[src/rtl/alu_issue_ctrl.sv]
// alu_issue_ctrl
//   Two-requester issue controller in front of a shared combinational ALU.
//   Round-robin arbitration picks one request in IDLE, the operation is held
//   on registered ALU inputs during EXEC (MUL/DIV for MULDIV_CYCLES cycles,
//   everything else for one), and the result is presented on a valid/ready
//   response port in RESP.
//
// Ports
//   clk, rst                     clock, asynchronous active-high reset
//   reqN_valid / reqN_ready      request handshake, port N = 0/1
//   reqN_opcode/_a/_b/_shift     request payload
//   alu_opcode/_input1/_input2/
//   alu_shiftValue               registered drive to the ALU
//   alu_result/_carry/_zero/_sign  ALU outputs, sampled at the end of EXEC
//   rsp_valid / rsp_ready        response handshake
//   rsp_id/_result/_carry/_zero/
//   rsp_sign/_err                registered response payload
//   busy                         controller is not in IDLE
module alu_issue_ctrl #(
  parameter int unsigned WIDTH         = 128,
  parameter int unsigned SHIFT_W       = 5,
  parameter int unsigned MULDIV_CYCLES = 4
) (
  input  logic               clk,
  input  logic               rst,
  input  logic               req0_valid,
  output logic               req0_ready,
  input  logic [3:0]         req0_opcode,
  input  logic [WIDTH-1:0]   req0_a,
  input  logic [WIDTH-1:0]   req0_b,
  input  logic [SHIFT_W-1:0] req0_shift,
  input  logic               req1_valid,
  output logic               req1_ready,
  input  logic [3:0]         req1_opcode,
  input  logic [WIDTH-1:0]   req1_a,
  input  logic [WIDTH-1:0]   req1_b,
  input  logic [SHIFT_W-1:0] req1_shift,
  output logic [3:0]         alu_opcode,
  output logic [WIDTH-1:0]   alu_input1,
  output logic [WIDTH-1:0]   alu_input2,
  output logic [SHIFT_W-1:0] alu_shiftValue,
  input  logic [WIDTH-1:0]   alu_result,
  input  logic               alu_carry,
  input  logic               alu_zero,
  input  logic               alu_sign,
  output logic               rsp_valid,
  input  logic               rsp_ready,
  output logic               rsp_id,
  output logic [WIDTH-1:0]   rsp_result,
  output logic               rsp_carry,
  output logic               rsp_zero,
  output logic               rsp_sign,
  output logic               rsp_err,
  output logic               busy
);

  typedef enum logic [1:0] {
    IDLE = 2'd0,
    EXEC = 2'd1,
    RESP = 2'd2
  } state_t;

  localparam logic [3:0] OP_MUL  = 4'd2;
  localparam logic [3:0] OP_DIV  = 4'd6;
  localparam logic [3:0] HOLD_MD = 4'(MULDIV_CYCLES - 1);

  state_t               state_q;
  logic                 prio_q;
  logic [3:0]           cnt_q;
  logic [3:0]           op_q;
  logic [WIDTH-1:0]     a_q;
  logic [WIDTH-1:0]     b_q;
  logic [SHIFT_W-1:0]   sh_q;
  logic                 id_q;

  logic                 rsp_valid_q;
  logic                 rsp_id_q;
  logic [WIDTH-1:0]     rsp_result_q;
  logic                 rsp_carry_q;
  logic                 rsp_zero_q;
  logic                 rsp_sign_q;
  logic                 rsp_err_q;

  logic                 gnt0;
  logic                 gnt1;
  logic [3:0]           op_d;
  logic [WIDTH-1:0]     a_d;
  logic [WIDTH-1:0]     b_d;
  logic [SHIFT_W-1:0]   sh_d;
  logic [3:0]           cnt_d;

  // Grant is a pure function of state, prio and the two valids. Gating with
  // rst keeps both ports closed while reset is held.
  always_comb begin
    gnt0 = 1'b0;
    gnt1 = 1'b0;
    if (!rst && state_q == IDLE) begin
      if (req0_valid && (!req1_valid || !prio_q)) begin
        gnt0 = 1'b1;
      end else if (req1_valid) begin
        gnt1 = 1'b1;
      end
    end
  end

  always_comb begin
    op_d  = gnt1 ? req1_opcode : req0_opcode;
    a_d   = gnt1 ? req1_a      : req0_a;
    b_d   = gnt1 ? req1_b      : req0_b;
    sh_d  = gnt1 ? req1_shift  : req0_shift;
    cnt_d = (op_d == OP_MUL || op_d == OP_DIV) ? HOLD_MD : 4'd0;
  end

  always_ff @(posedge clk or posedge rst) begin
    if (rst) begin
      state_q      <= IDLE;
      prio_q       <= 1'b0;
      cnt_q        <= '0;
      op_q         <= '0;
      a_q          <= '0;
      b_q          <= '0;
      sh_q         <= '0;
      id_q         <= 1'b0;
      rsp_valid_q  <= 1'b0;
      rsp_id_q     <= 1'b0;
      rsp_result_q <= '0;
      rsp_carry_q  <= 1'b0;
      rsp_zero_q   <= 1'b0;
      rsp_sign_q   <= 1'b0;
      rsp_err_q    <= 1'b0;
    end else begin
      case (state_q)
        IDLE: begin
          if (gnt0 || gnt1) begin
            op_q    <= op_d;
            a_q     <= a_d;
            b_q     <= b_d;
            sh_q    <= sh_d;
            id_q    <= gnt1;
            prio_q  <= ~gnt1;
            cnt_q   <= cnt_d;
            state_q <= EXEC;
          end
        end
        EXEC: begin
          if (cnt_q != 4'd0) begin
            cnt_q <= cnt_q - 4'd1;
          end else begin
            rsp_valid_q <= 1'b1;
            rsp_id_q    <= id_q;
            // Opcodes 12..15 have no ALU function; report them with a
            // cleared payload so stale ALU outputs never leak out.
            if (op_q >= 4'd12) begin
              rsp_result_q <= '0;
              rsp_carry_q  <= 1'b0;
              rsp_zero_q   <= 1'b0;
              rsp_sign_q   <= 1'b0;
              rsp_err_q    <= 1'b1;
            end else begin
              rsp_result_q <= alu_result;
              rsp_carry_q  <= alu_carry;
              rsp_zero_q   <= alu_zero;
              rsp_sign_q   <= alu_sign;
              rsp_err_q    <= 1'b0;
            end
            state_q <= RESP;
          end
        end
        RESP: begin
          if (rsp_ready) begin
            rsp_valid_q <= 1'b0;
            state_q     <= IDLE;
          end
        end
        default: begin
          state_q <= IDLE;
        end
      endcase
    end
  end

  assign req0_ready     = gnt0;
  assign req1_ready     = gnt1;
  assign alu_opcode     = op_q;
  assign alu_input1     = a_q;
  assign alu_input2     = b_q;
  assign alu_shiftValue = sh_q;
  assign rsp_valid      = rsp_valid_q;
  assign rsp_id         = rsp_id_q;
  assign rsp_result     = rsp_result_q;
  assign rsp_carry      = rsp_carry_q;
  assign rsp_zero       = rsp_zero_q;
  assign rsp_sign       = rsp_sign_q;
  assign rsp_err        = rsp_err_q;
  assign busy           = (state_q != IDLE);

endmodule

[config.mk]
export PLATFORM = sky130hd
export DESIGN_NAME = alu_issue_ctrl
export DESIGN_NICKNAME = d
export VERILOG_FILES = /design/src/rtl/alu_issue_ctrl.sv
export SDC_FILE = /design/constraint.sdc
export NUM_CORES = 1
export LEC_CHECK = 0
export CAP_MARGIN = 20
export CORE_AREA = 2 2 421 423
export DETAILED_ROUTE_END_ITERATION = 6
export DIE_AREA = 0 0 423 425
export SYNTH_ARGS = -nofsm -noshare
export SYNTH_HDL_FRONTEND = slang
export SYNTH_SLANG_ARGS = --single-unit
[constraint.sdc]
create_clock -name clk -period 18.4 [get_ports clk]
set_clock_uncertainty 0.1 [all_clocks]
set_input_delay 3.68 -clock clk [delete_from_list [all_inputs] [get_ports clk]]
set_output_delay 3.68 -clock clk [all_outputs]
set_load 0.02 [all_outputs]
==> results of run 1 <==
final timing paths:
kind,from,endpoint,slack (ns)
worst max-delay path,rst,req0_ready,8.45
worst min-delay path,id_q,id_q,0.39
worst max register to register,cnt_q[0],rsp_result[33],14.29
worst min register to register,id_q,id_q,0.39
max in group asynchronous,rst,alu_input1[22],11.82
min in group asynchronous,rst,state_q[0],3.43
flip-flops by register name, indices dropped and copies added (netlist names), 2 cells and up:
register / flops
alu_input1: 128
alu_input2: 128
alu_opcode: 4
alu_shiftValue: 5
cnt_q: 4
rsp_result: 128
state_q: 2
worst reg2reg max path: cells and delay by family, from the launching register on:
kind | cells | cell delay (ns)
adder cells (fa/ha/maj) | 1 | 0.16
AO/OA/AOI/OAI | 2 | 0.65
flip-flops | 1 | 0.40
buffers and inverters | 3 | 1.61
AND/OR/NAND/NOR | 2 | 1.10
logic make-up after synthesis:
group,after synthesis,synth area share
DFF,407,0.632
AOI/OAI and AO/OA,405,0.230
adders and majority gates,2,0.00155
xor gates and xnor gates,2,0.00109
buffers and inverters,355,0.0974
muxes,34,0.0212
and+or+nand+nor,58,0.0171
cell type report:
| type | count | area share |
|---|---|---|
| antenna | 50 | 0.00399 |
| timing repair buffer | 1086 | 0.347 |
| clock buffer | 82 | 0.0515 |
| sequential | 407 | 0.325 |
| tap | 2340 | 0.0934 |
| multi-input combinational | 501 | 0.140 |
| clock inverter | 15 | 0.00974 |
| inverter | 239 | 0.0291 |
power groups by stage:
stage	sequential, mW	combinational [mW]	clock [mW]
4_1_cts	1.57	2.48	1.20
3_5_place_dp	1.58	2.47	0
3_3_place_gp	1.56	2.46	0
5_1_grt	1.62	2.58	1.23
2_1_floorplan	2.01	0.699	0
6_report	1.57	2.46	1.16
synthesized netlist by cell type (2+ instances only):
master,number
buf_6,19
nand3_1,4
nor3b_1,3
nand2b_1,2
inv_1,238
buf_2,61
clkbuf_1,26
o21ai_0,34
xor2_1,2
buf_4,4
a21oi_1,3
nand2_1,36
dfrtp_1,407
a22o_1,132
mux2i_1,33
a222oi_1,234
buf_1,6
nor2_1,3
ha_1,2
nand2_2,2
metal layers:
layer,part of all wire,up-vias,wire length (um),track usage
met3,0.14,398,18800,0.0896
met2,0.45,1069,60000,0.223
met1,0.35,8501,46100,0.146
met5,0.0064,-,845,0
met4,0.050,128,6590,0.0578
li1,-,6958,-,-
metrics by stage:
step | power [mW] | utilization | cells | setup slack, ns
after floorplan | 2.71 | - | 1263 | 3.30
after global placement | 4.02 | 0.167 | 4571 | 8.45
after detailed placement | 4.05 | 0.167 | 4571 | 8.46
after CTS | 5.25 | 0.178 | 4668 | 8.46
after global routing | 5.43 | 0.178 | 4684 | 8.38
final | 5.19 | 0.179 | 4720 | 8.45
==> metrics.cfg, run 1 <==
[synthesis]
ys_types = 32
synth_ff_type = dfrtp_1
synthesis.instances = 1263
syn_area_um2 = 16100
async_flop_share = 1.00
syn_nets = 1931
yosysSeqAreaShare = 0.632
ys_seq_elements = 407
yosys-top-cells-area = dfrtp_1 63%, a222oi_1 15%, a22o_1 7.2%
syn_avg_cell_area_um2 = 12.8
yosys_warnings = 0
yosys.area.top_type = dfrtp_1
yosysTopAreaCellShare = 0.632
synth_edf_count = 0

[cells_and_area]
final-seq-area_um2 = 10200
multi_input_area_um2 = 4400
layout_commonest_cell = clkdlybuf4s50_1
final_area_um2 = 31400
final_nets = 2956
fill_cells = 19299
drive_gt1_frac = 0.0498
layout_common_cells = 1067 x clkdlybuf4s50_1, 407 x dfrtp_1, 237 x inv_1, 234 x a222oi_1, 132 x a22o_1
area_delta_synth_final_pct = 94.6

[sta]
min_period_ns = 9.95
rsz0062_at_grt = false
tns_ns = 0
tightest_slew_ns = 1.19
hold_viol_final = 0
hold-worst-slack_ns = 0.385
setup_viol = 0
fmax_mhz = 101
relSlewSlack = 0.207
maxSlewViolCount = 0
fin_crit_sh = 0.541

[status]
violations = design-rule violations
status = finished with violations

[critical_path]
crit_path_max_incr_delay_ns = 0.74
reg2regPathDepth = 8
crit_chain = clkdlybuf4s50_1 -> nor3_4 -> nand3_2 -> inv_8 -> clkdlybuf4s50_1
critPathSlowestCell = clkdlybuf4s50_1
crit_buf_inv = 3
end_kind = output pin
cpMostUsedCell = clkdlybuf4s50_1
path_class = in2out
crit_required_ns = 14.62
cp_max_fo = 85
cp.arrival_ns = 6.17
critical-path-top-delay-family = buffers and inverters
cp_num_cells = 5
cp-start-kind = primary input

[routing]
antenna_left = 0
vias_per_cell = 3.61
first_iter_violations = 2513
routed_wl_um = 132000
wl_per_cell_um = 28.0
drc = 128
drt_pass1_iterations = 7
vias = 17054

[global_route]
antenna_found_initial = 189
grtUsageTotal = 0.140
grt_overflow = 0
grt_first_pass_wirelength_um = 166000
grt_pass1_vias = 16266
grt_max_degree = 148

[hold_path]
hold_path_depth = 1
hold_path.class = reg2reg

[pwr]
ir_drop_v = 0.0000926
leakage_nw = 13.3
p_clk_frac = 0.224
seqPwrFrac = 0.303
p_switching_mw = 2.02
power_density_nw_per_um2 = 166
switching_share = 0.388
p_comb_frac = 0.473
p_int_mw = 3.18

[die]
die_width_um = 423
initial_core_util = 0.0919
coreArea_um2 = 175000
die_area_um2 = 180000
die_height_um = 425
num_rows = 154
io_pins = 1068

[clocking]
cts_tree = built
clockRootBuffer = clkbuf_16
cts.sinks = 407
hold_buffers = 0
numCtsBuffers = 53
cts-resized-gates = 0
post_cts_buffers = 0
clk_pin_slew_ns = 0.06
ctsHtreeMaxLevel = 2
insertion_delay_ns = 0.69
clock_path_buffers = 3

[placed_design]
hpwl_um = 111000
placed_area_um2 = 29200
io_buffers = 1067
place_congestion = 0.952

[job]
cap_violations = 0

No activity file was read; power rests on OpenSTA's default activity.
==> inputs of run 2 (changes only) <==
--- a/config.mk
+++ b/config.mk
@@ -6,9 +6,9 @@
 export NUM_CORES = 1
 export LEC_CHECK = 0
 export CAP_MARGIN = 20
-export CORE_AREA = 2 2 421 423
+export CORE_AREA = 2 2 415 417
 export DETAILED_ROUTE_END_ITERATION = 6
-export DIE_AREA = 0 0 423 425
+export DIE_AREA = 0 0 417 419
 export SYNTH_ARGS = -nofsm -noshare
 export SYNTH_HDL_FRONTEND = slang
 export SYNTH_SLANG_ARGS = --single-unit
==> constraint.sdc (replaced) <==
create_clock -name clk -period 8.4 [get_ports clk]
set_clock_uncertainty 0.1 [all_clocks]
set_input_delay 1.68 -clock clk [delete_from_list [all_inputs] [get_ports clk]]
set_output_delay 1.68 -clock clk [all_outputs]
set_load 0.02 [all_outputs]
==> metrics.cfg, run 2 (synthesis gave the netlist of run 1 again) <==
[status]
status = finished with violations
violations = design-rule violations

[hold_path]
hold_path_depth = 2  ; +1
hold_path.class = reg2reg

[clocking]
clockRootBuffer = clkbuf_16
cts_tree = built
insertion_delay_ns = 0.68  ; about the same
clk_pin_slew_ns = 0.05  ; about the same
post_cts_buffers = 0  ; unchanged
numCtsBuffers = 57  ; +7.5%
ctsHtreeMaxLevel = 2  ; unchanged
hold_buffers = 0  ; unchanged
clock_path_buffers = 3  ; unchanged
cts.sinks = 407  ; unchanged
cts-resized-gates = 0  ; unchanged

[routing]
routed_wl_um = 134000  ; +1.4%
vias_per_cell = 3.67  ; +1.6%
drc = 61  ; -52%
first_iter_violations = 2450  ; -2.5%
wl_per_cell_um = 29.2  ; +4.1%
drt_pass1_iterations = 7  ; unchanged
antenna_left = 0  ; unchanged
vias = 16866  ; -1.1%

[sta]
tns_ns = 0  ; unchanged
fmax_mhz = 168
fin_crit_sh = 0.708
min_period_ns = 5.95
setup_viol = 0  ; unchanged
relSlewSlack = 0.160  ; -0.0465
hold_viol_final = 0  ; unchanged
tightest_slew_ns = 1.26  ; +0.0697 ns
maxSlewViolCount = 0  ; unchanged
fin_ws_ns = 2.45  ; -6.00 ns
rsz0062_at_grt = false

[placed_design]
io_buffers = 1067  ; unchanged
place_congestion = 0.954  ; +0.20%
place_ws_ns = 2.42  ; -6.04 ns
hpwl_um = 111000  ; +0.49%
place_inst = 4461  ; -2.4%

[cells_and_area]
area_delta_synth_final_pct = 93.1
finalNonFillerCells = 4595  ; -2.6%
final_nets = 2956  ; unchanged
fill_cells = 18704  ; -3.1%
final-seq-area_um2 = 10200  ; unchanged
drive_gt1_frac = 0.0502  ; +0.000408
multi_input_area_um2 = 4400  ; unchanged
layout_common_cells = 1067 x clkdlybuf4s50_1, 407 x dfrtp_1, 237 x inv_1, 234 x a222oi_1, 132 x a22o_1
layout_commonest_cell = clkdlybuf4s50_1

[die]
coreArea_um2 = 171000  ; -2.7%
initial_core_util = 0.0945  ; +0.00256
num_rows = 152  ; -1.3%
die_width_um = 417  ; -1.4%
io_pins = 1068  ; unchanged
die_height_um = 419  ; -1.4%
die_area_um2 = 175000  ; -2.8%

[critical_path]
crit_required_ns = 6.62  ; -8.00 ns
cp-start-kind = primary input
end_kind = output pin
cp_max_fo = 92  ; +8.2%
cp.arrival_ns = 4.17  ; -2.00 ns
path_class = in2out
reg2regPathDepth = 8  ; unchanged

[global_route]
grt_overflow = 0  ; unchanged
antenna_found_initial = 168  ; -11%
grt_first_pass_wirelength_um = 167000  ; +0.83%
grt_max_degree = 167  ; +13%
grtUsageTotal = 0.146  ; +0.00589
grt_pass1_vias = 16111  ; -0.95%

[pwr]
ir_drop_v = 0.000163  ; +76%
power_density_nw_per_um2 = 364  ; +120%
power.total_mw = 11.3  ; +120%
leakage_nw = 13.3  ; -0.24%

[job]
cap_violations = 0  ; unchanged

[run 2: power breakdown]
part | internal, mW | total, mW | switching (mW)
registers | 2.86 | 3.44 | 0.576
clock network | 1.46 | 2.52 | 1.05
logic | 2.55 | 5.39 | 2.83
total | 6.88 | 11.3 | 4.46
[run 2: layer usage]
metal | track usage | share of wire
met5 | 0 | 0.0044
met4 | 0.0524 | 0.044
met3 | 0.0708 | 0.12
met2 | 0.233 | 0.46
met1 | 0.168 | 0.37
[run 2: worst max-delay path, cell delays in order]
cell	delay, ns
clkdlybuf4s50_1	0.59
nor3_4	0.38
nand3_2	0.21
inv_8	0.38
clkdlybuf4s50_1	0.74
[run 2: area by class of cell]
class / instances / area share
timing repair buffer: 1082 / 0.349
sequential: 407 / 0.327
multi-input combinational: 501 / 0.142
tap: 2233 / 0.0898
clock buffer: 82 / 0.0534
inverter: 239 / 0.0292
clock inverter: 20 / 0.00748
antenna: 31 / 0.00249
[run 2: per-stage QoR]
stage	util	hold slack (ns)	area, um^2
finish	0.182	0.386	31100
global route	0.182	0.402	31100
CTS	0.182	0.392	31000
detailed placement	0.171	0.377	29100
global placement	0.171	0.372	29100
floorplan	-	0.346	16100
[run 2: worst paths after layout]
| path | start | slack, ns | end |
|---|---|---|---|
| worst min register to register | alu_input1[75] | 0.39 | alu_input1[75] |
| min in group asynchronous | rst | 1.58 | rsp_result[74] |
| worst max-delay path | rst | 2.45 | req0_ready |
| max in group asynchronous | rst | 5.31 | alu_input1[85] |
| worst min-delay path | alu_input1[75] | 0.39 | alu_input1[75] |
| worst max register to register | cnt_q[0] | 4.48 | rsp_result[27] |
